[config.mk]
export PLATFORM = sky130hd
export DESIGN_NAME = wiegand_tx_flat
export DESIGN_NICKNAME = d
export VERILOG_FILES = /design/src/rtl/wiegand_tx_if.sv /design/src/rtl/wiegand_tx.sv /design/src/flat_wrapper.sv
export SDC_FILE = /design/constraint.sdc
export NUM_CORES = 1
export LEC_CHECK = 0
export BUFFER_PORTS_ARGS = -buffer_cell sky130_fd_sc_hd__buf_2
export CORE_MARGIN = 5
export CORE_UTILIZATION = 25
export CTS_BUF_LIST = sky130_fd_sc_hd__clkbuf_8 sky130_fd_sc_hd__clkbuf_16
export CTS_CLUSTER_SIZE = 40
export DETAILED_ROUTE_END_ITERATION = 7
export GPL_ROUTABILITY_DRIVEN = 0
export GPL_TIMING_DRIVEN = 0
export PLACE_DENSITY_LB_ADDON = 0.3
export SYNTH_ARGS = -nofsm -noshare
export SYNTH_HDL_FRONTEND = slang
export SYNTH_SLANG_ARGS = --single-unit
[constraint.sdc]
create_clock -name clk -period 2.2 [get_ports clk]
set_input_delay 0.11 -clock clk [delete_from_list [all_inputs] [get_ports clk]]
set_output_delay 0.11 -clock clk [all_outputs]
set_load 0.05 [all_outputs]
[src/rtl/wiegand_tx_if.sv]
// Host-side bundle for the Wiegand-26 transmitter: frame request/data in,
// progress flags and the two active-low data lines out.
interface wiegand_tx_if #(
    parameter int NBITS = 26
);
    logic             start;
    logic [NBITS-1:0] tx_data;
    logic             busy;
    logic             done;
    logic [1:0]       wil_out;

    modport master (
        output start,
        output tx_data,
        input  busy,
        input  done,
        input  wil_out
    );

    modport slave (
        input  start,
        input  tx_data,
        output busy,
        output done,
        output wil_out
    );
endinterface

[src/rtl/wiegand_tx.sv]
// Wiegand-26 transmitter: pulses D0/D1 low per bit, MSB first, then a quiet guard gap.
// Optional PARITY_GEN_EN wraps the payload with leading even / trailing odd parity bits.
module wiegand_tx #(
    parameter int NBITS      = 26,
    parameter int PULSE_CYC  = 100,
    parameter int PERIOD_CYC = 1000,
    parameter int GUARD_CYC  = 6000
) (
    input logic        clk,
    input logic        nCPLDCE,
    wiegand_tx_if.slave bus
);

    localparam int          IW         = $clog2(NBITS);
    localparam logic [15:0] PULSE_LAST = 16'(PULSE_CYC - 1);
    localparam logic [15:0] SPACE_LAST = 16'(PERIOD_CYC - PULSE_CYC - 1);
    localparam logic [15:0] GUARD_LAST = 16'(GUARD_CYC - 1);

    typedef enum logic [1:0] {
        IDLE,
        PULSE,
        SPACE,
        GUARD
    } state_t;

    state_t           state;
    logic [15:0]      cyc_cnt;
    logic [NBITS-1:0] shreg;
    logic [IW-1:0]    bit_idx;
    logic [NBITS-1:0] frame;

    // A '1' pulls D1 (bit 1) low, a '0' pulls D0 (bit 0) low; never both.
    function automatic logic [1:0] line_low(input logic b);
        return b ? 2'b01 : 2'b10;
    endfunction

`ifdef PARITY_GEN_EN
    localparam int PW = NBITS - 2;
    localparam int LW = PW / 2;

    always_comb begin
        frame = {^bus.tx_data[PW-1:LW], bus.tx_data[PW-1:0], ~^bus.tx_data[LW-1:0]};
    end
`else
    always_comb begin
        frame = bus.tx_data;
    end
`endif

    always_ff @(posedge clk or negedge nCPLDCE) begin
        if (!nCPLDCE) begin
            state       <= IDLE;
            cyc_cnt     <= 16'd0;
            shreg       <= '0;
            bit_idx     <= '0;
            bus.busy    <= 1'b0;
            bus.done    <= 1'b0;
            bus.wil_out <= 2'b11;
        end else begin
            bus.done <= 1'b0;
            case (state)
                IDLE: begin
                    if (bus.start) begin
                        shreg       <= frame;
                        bit_idx     <= IW'(NBITS - 1);
                        cyc_cnt     <= 16'd0;
                        bus.busy    <= 1'b1;
                        bus.wil_out <= line_low(frame[NBITS-1]);
                        state       <= PULSE;
                    end
                end
                PULSE: begin
                    if (cyc_cnt == PULSE_LAST) begin
                        cyc_cnt     <= 16'd0;
                        bus.wil_out <= 2'b11;
                        state       <= SPACE;
                    end else begin
                        cyc_cnt <= cyc_cnt + 16'd1;
                    end
                end
                // The next bit's falling edge lands exactly one bit period after the previous one.
                SPACE: begin
                    if (cyc_cnt == SPACE_LAST) begin
                        cyc_cnt <= 16'd0;
                        if (bit_idx != '0) begin
                            shreg       <= shreg << 1;
                            bit_idx     <= bit_idx - 1'b1;
                            bus.wil_out <= line_low(shreg[NBITS-2]);
                            state       <= PULSE;
                        end else begin
                            state <= GUARD;
                        end
                    end else begin
                        cyc_cnt <= cyc_cnt + 16'd1;
                    end
                end
                GUARD: begin
                    if (cyc_cnt == GUARD_LAST) begin
                        cyc_cnt  <= 16'd0;
                        bus.busy <= 1'b0;
                        bus.done <= 1'b1;
                        state    <= IDLE;
                    end else begin
                        cyc_cnt <= cyc_cnt + 16'd1;
                    end
                end
                default: state <= IDLE;
            endcase
        end
    end

endmodule

[src/flat_wrapper.sv]
// flat-port wrapper written by rule: the top's interface ports become plain ports
module wiegand_tx_flat 
#(
    parameter int NBITS      = 26,
    parameter int PULSE_CYC  = 100,
    parameter int PERIOD_CYC = 1000,
    parameter int GUARD_CYC  = 6000
)
  (clk, nCPLDCE, bus_start, bus_tx_data, bus_busy, bus_done, bus_wil_out);
  wiegand_tx_if #(.NBITS(NBITS)) bus_i ();
  input logic clk;
  input logic nCPLDCE;
  input wire logic [$bits(bus_i.start)-1:0] bus_start;
  input wire logic [$bits(bus_i.tx_data)-1:0] bus_tx_data;
  output wire logic [$bits(bus_i.busy)-1:0] bus_busy;
  output wire logic [$bits(bus_i.done)-1:0] bus_done;
  output wire logic [$bits(bus_i.wil_out)-1:0] bus_wil_out;
  assign bus_i.start = bus_start;
  assign bus_i.tx_data = bus_tx_data;
  assign bus_busy = bus_i.busy;
  assign bus_done = bus_i.done;
  assign bus_wil_out = bus_i.wil_out;
  wiegand_tx #(.NBITS(NBITS), .PULSE_CYC(PULSE_CYC), .PERIOD_CYC(PERIOD_CYC), .GUARD_CYC(GUARD_CYC)) u_core (.clk(clk), .nCPLDCE(nCPLDCE), .bus(bus_i));
endmodule
Yosys cells after proc, flatten, opt, wreduce, memory -nomap -nowiden
Cells that the tools add are included.
{"block": "classes", "addsub": 2, "eq_ne": 11, "mux": 31, "reduce_logical": 9}
{"cell": "2-to-1 mux 25 bit", "n": 3}
{"cell": "2-to-1 mux 16 bit", "n": 4}
{"cell": "case mux 16 bit (4 select lines)", "n": 1}
{"cell": "case mux 25 bit (2 select lines)", "n": 1}
{"cell": "2-to-1 mux 2 bit", "n": 11}
{"cell": "adder 16 x 1 -> 16 bit, second input constant", "n": 1}
{"cell": "== test 16 x 10 -> 1 bit, second input constant", "n": 1}
{"cell": "== test 16 x 13 -> 1 bit, second input constant", "n": 1}
{"cell": "== test 16 x 7 -> 1 bit, second input constant", "n": 1}
{"cell": "2-to-1 mux 5 bit", "n": 3}
{"cell": "case mux 5 bit (2 select lines)", "n": 1}
{"cell": "!= test 2 x 1 -> 1 bit, second input constant", "n": 4}
{"cell": "case mux 2 bit (4 select lines)", "n": 1}
{"cell": "AND reduction 4 bit", "n": 2}
{"cell": "case mux 2 bit (3 select lines)", "n": 1}
{"cell": "AND reduction 5 bit", "n": 1}
{"cell": "nonzero test 5 bit", "n": 1}
{"cell": "subtractor 5 x 1 -> 5 bit, second input constant", "n": 1}
{"cell": "== test 2 bit, second input constant", "n": 2}
{"cell": "2-to-1 mux 1 bit", "n": 4}
{"cell": "nonzero test 2 bit", "n": 2}
{"cell": "AND reduction 3 bit", "n": 1}
{"cell": "nonzero test 3 bit", "n": 1}
{"cell": "== test 2 x 1 -> 1 bit, second input constant", "n": 1}
{"cell": "3 further kinds", "n": 3}
{"block": "word_totals", "reg_bits": 52, "input_bits": 29, "out_inout_bits": 4, "elab_cells": 60}

Depth between registers and ports, before layout
{"block": "logic_depth", "depth_word": 4, "depth_mapped": 11, "ltp_nobuf": 7}

Worst setup path before layout
OpenSTA, ideal clock, no wires.
{"block": "synth_timing", "path_kind": "register -> register", "startpoint": "register u_core.cyc_cnt[11]", "endpoint": "register u_core.shreg[2]", "setup_ns": 0.127, "arrival_ns": 2.221, "required_ns": 2.073, "path_slack_ns": -0.148, "stages_incl_launch_ff": 8, "path_buffers": 2, "period_less_slack_ns": 2.348, "path_cell_list": "dfrtp_1 -> or4_4 -> o41ai_4 -> nand3_2 -> nor2_2 -> buf_6 -> buf_8 -> mux2_1"}
{"block": "synth_between", "elab_chain_len": 3}
{"element": "start, declared", "line_no": "wiegand_tx.sv:27", "source": "logic [15:0] cyc_cnt;"}
{"element": "start signal, assigned", "line_no": "wiegand_tx.sv:78", "source": "cyc_cnt <= cyc_cnt + 16'd1;"}
{"element": "start signal, assigned", "line_no": "wiegand_tx.sv:94", "source": "cyc_cnt <= cyc_cnt + 16'd1;"}
{"element": "start signal, assigned", "line_no": "wiegand_tx.sv:104", "source": "cyc_cnt <= cyc_cnt + 16'd1;"}
{"element": "== test 16 x 10 -> 1 bit", "line_no": "wiegand_tx.sv:83", "source": "if (cyc_cnt == SPACE_LAST) begin"}
{"element": "!= test 2 x 1 -> 1 bit (no source line)"}
{"element": "AND reduction 4 bit (no source line)"}
{"element": "end signal, assigned", "line_no": "wiegand_tx.sv:64", "source": "shreg <= frame;"}
{"element": "end signal, assigned", "line_no": "wiegand_tx.sv:86", "source": "shreg <= shreg << 1;"}
{"element": "end, declared", "line_no": "wiegand_tx.sv:28", "source": "logic [NBITS-1:0] shreg;"}
Every way passes these cells.
A chain may end at the register's enable or synchronous reset.

Final worst setup path
{"block": "layout_timing", "startpoint": "register u_core.cyc_cnt[13]", "endpoint": "register u_core.shreg[2]"}
Same word-level chain as after synthesis.

==> metrics.cfg <==
[yosys]
synth_edf_count=0
syn_nets=318
syn_inst=282
yosysUniqueCellTypes=57
synth-simple-area-share_pct=18.5
synth_fa_ha_area_share_pct=2.87
yosys_warnings=0
syn-cell-area_um2=3060
synth_area_leaders=dfrtp_1, mux2_2, mux2_1
synth_top_family_by_area=multiplexers
async_reset_ff_share_pct=100
syn_avg_cell_area_um2=10.8
ys_seq_area_share_pct=42.7
synth_mux_area_share_pct=19.7
synthFlopType=dfrtp_1
netlist.area_leader.share_pct=40.9
synth-xor-area-share_pct=2.29
synth-seq-cells=52
synth_top_area_cell=dfrtp_1
synth-compound-area-share_pct=10.2

[die]
core_um2=12000
num_rows=40
start_util_pct=25.4
die-area_um2=14500
die_w_um=121
io_pins=33
fp.dieH_um=121

[global_route]
antenna_found_initial=0
grt_overflow=0
grt.total_usage_pct=10.4
grt_pass1_vias=2480
grt_pass1_wl_mm=12.3
grt_max_degree=53

[worst_setup_path]
critPathArrivalTime_ns=2.48
critPathCaptureType=flip-flop
critical_path_class=reg2reg
slowest_stage=or4_4
cp_top_family=simple AND/OR/NAND/NOR gates
start_kind=flip-flop
cp.required_ns=2.38
path_cells=or4_4 > o41ai_4 > nand3_2 > nor2_4 > buf_6 > buf_8 > mux2_4
cp_slowest_stage_delay_ns=0.59
path_max_fanout=6
path_buf_inv=2

[layout]
stdcell_count=491
drive_gt1_share_pct=47.1
num_antenna_cells=0
layout.nets=379
syn2layout_area_growth_pct=31.4

[outcome]
violations=setup timing
status=finished with violations

[routing]
vias=2376
totalWireLength_mm=7.39
firstDrtPassIters=4
route.detailed.drc=0
ant_nets=0
wl_per_cell_um=15.0
routed_via_density=4.84
drt_iter0_drc=63

[placed_design]
pre_cts_ws_ns=-0.434
dpl.hpwl_mm=4.95
io_buffers=32
dp_cells=461

[clock_network]
ctsRootBufferMaster=clkbuf_16
numCtsBuffers=5
clk_path_buf_depth=2
clkLatencyLatePin_ns=0.30
cts_tree=yes
clk_pin_slew_ns=0.07
cts.sinks=52
htree_levels=2

[sta]
tightest_slew_ns=0.696
hold_viol=0
finalCritPeriodShare_pct=104
period_minus_slack_ns=2.29
slew_headroom_pct=53.6
slew_violations=0
rsz0062_at_grt=true
fin_ws_ns=-0.0946
skew_ns=0.00544
setup_viol=39
fmax_mhz=436

[min_path]
hp-class=in2reg

[flow_run]
cap_violations=0

[pwr]
finalPower_mw=1.82
p_leak_nw=1.70
powerDensity_nw_per_um2=453
ir_drop_uv=257

registers in the layout, summed over array words and instances, names as in the netlist:
signal              count
u_core.bus.wil_out      2
u_core.bit_idx          5
u_core.cyc_cnt         16
u_core.state            2
u_core.bus.done         1
u_core.shreg           25
u_core.bus.busy         1
routing by layer:
metal	share of wire, %	track usage (%)	vias up	routed length, um
met4	0.95	2.69	0	70
met5	0	0	-	0
li1	-	-	1155	-
met3	5.8	3.46	7	425
met2	47	16.4	52	3480
met1	46	13.7	1162	3410
worst reg2reg max path: stages (launching register included):
cell	delay, ns
dfrtp_1	0.40
or4_4	0.59
o41ai_4	0.36
nand3_2	0.15
nor2_4	0.11
buf_6	0.13
buf_8	0.13
mux2_4	0.30
path summary, 6_finish.rpt:
check / from / endpoint / slack [ns] / cells after the start
hold reg to reg: u_core.shreg[19] / u_core.shreg[19] / 0.48 / 1
hold / removal: bus_tx_data[0] / u_core.shreg[0] / 0.08 / 3
setup reg to reg: u_core.cyc_cnt[13] / u_core.shreg[2] / -0.09 / 7
min in group asynchronous: nCPLDCE / u_core.cyc_cnt[13] / 0.39 / 2
max in group asynchronous: nCPLDCE / u_core.cyc_cnt[4] / 1.30 / 2
setup / recovery: u_core.cyc_cnt[13] / u_core.shreg[2] / -0.09 / 7
kinds of logic (layout without fill, tap and decap cells):
family,count (synthesis),after routing
and+or+nand+nor,99,99
muxes,54,54
DFF,52,52
AOI/OAI and AO/OA,39,39
buffers and inverters,23,85
xor gates and xnor gates,8,8
adders and majority gates,7,7
metrics by stage:
stage,utilization [%],hold WS (ns),TNS (ns),cell area (um^2)
6_report,33.4,0.0791,-2.63,4020
5_1_grt,33.4,0.0930,-6.22,4020
4_1_cts,31.6,0.0803,-3.64,3800
3_5_place_dp,28.4,0.384,-12.47,3410
3_3_place_gp,28.4,0.375,-12.19,3410
2_1_floorplan,-,-0.186,-0.325,3070
what timing repair did:
| action | in CTS | in global routing |
|---|---|---|
| gates resized for setup | 37 | 28 |
| endpoints found under the hold margin | 0 | 50 |
| endpoints found under the setup margin | 49 | 49 |
| hold buffers | 0 | 1 |
| buffers inserted | 13 | 11 |
| pin swaps | 19 | 15 |
layout make-up:
class,instances,area (um^2)
Timing Repair Buffer,56,385
Sequential cell,52,1310
Buffer,10,73.8
Inverter,11,41.3
Clock inverter,3,20.0
Multi-Input combinational cell,207,1880
Tap cell,147,184
Fill cell,1248,7990
Clock buffer,5,125
Yosys cell counts, types with 7 or more instances:
master and instances:
mux2_2 35, nor2_1 22, a21oi_1 7, xnor2_1 8
nand2_1 25, inv_1 11, nand4_1 7, mux2_1 15
dfrtp_1 50, ha_1 7
cells in the final DEF, fill, tap and decap left out, drive strengths merged, types with 3 or more instances in the layout:
| cell type | instances |
|---|---|
| buf | 60 |
| and3 | 3 |
| o21ai | 7 |
| o31ai | 6 |
| nand4 | 7 |
| xnor2 | 8 |
| or4 | 5 |
| nand3 | 6 |
| inv | 12 |
| nor3 | 8 |
| dfrtp | 50 |
| mux2 | 50 |
| clkbuf | 10 |
| nand2 | 25 |
| or2 | 3 |
| ha | 7 |
| o211ai | 3 |
| a21oi | 8 |
| nor4 | 7 |
| mux2i | 4 |
| nor2 | 23 |
where the power goes:
group / total, mW / leakage (nW) / switching, mW / internal (mW)
logic: 0.0695 / 0.993 / 0.0334 / 0.0361
clock network: 0.796 / 0.0712 / 0.375 / 0.421
registers: 0.955 / 0.637 / 0 / 0.955
Power figures use the tool's default switching activity.
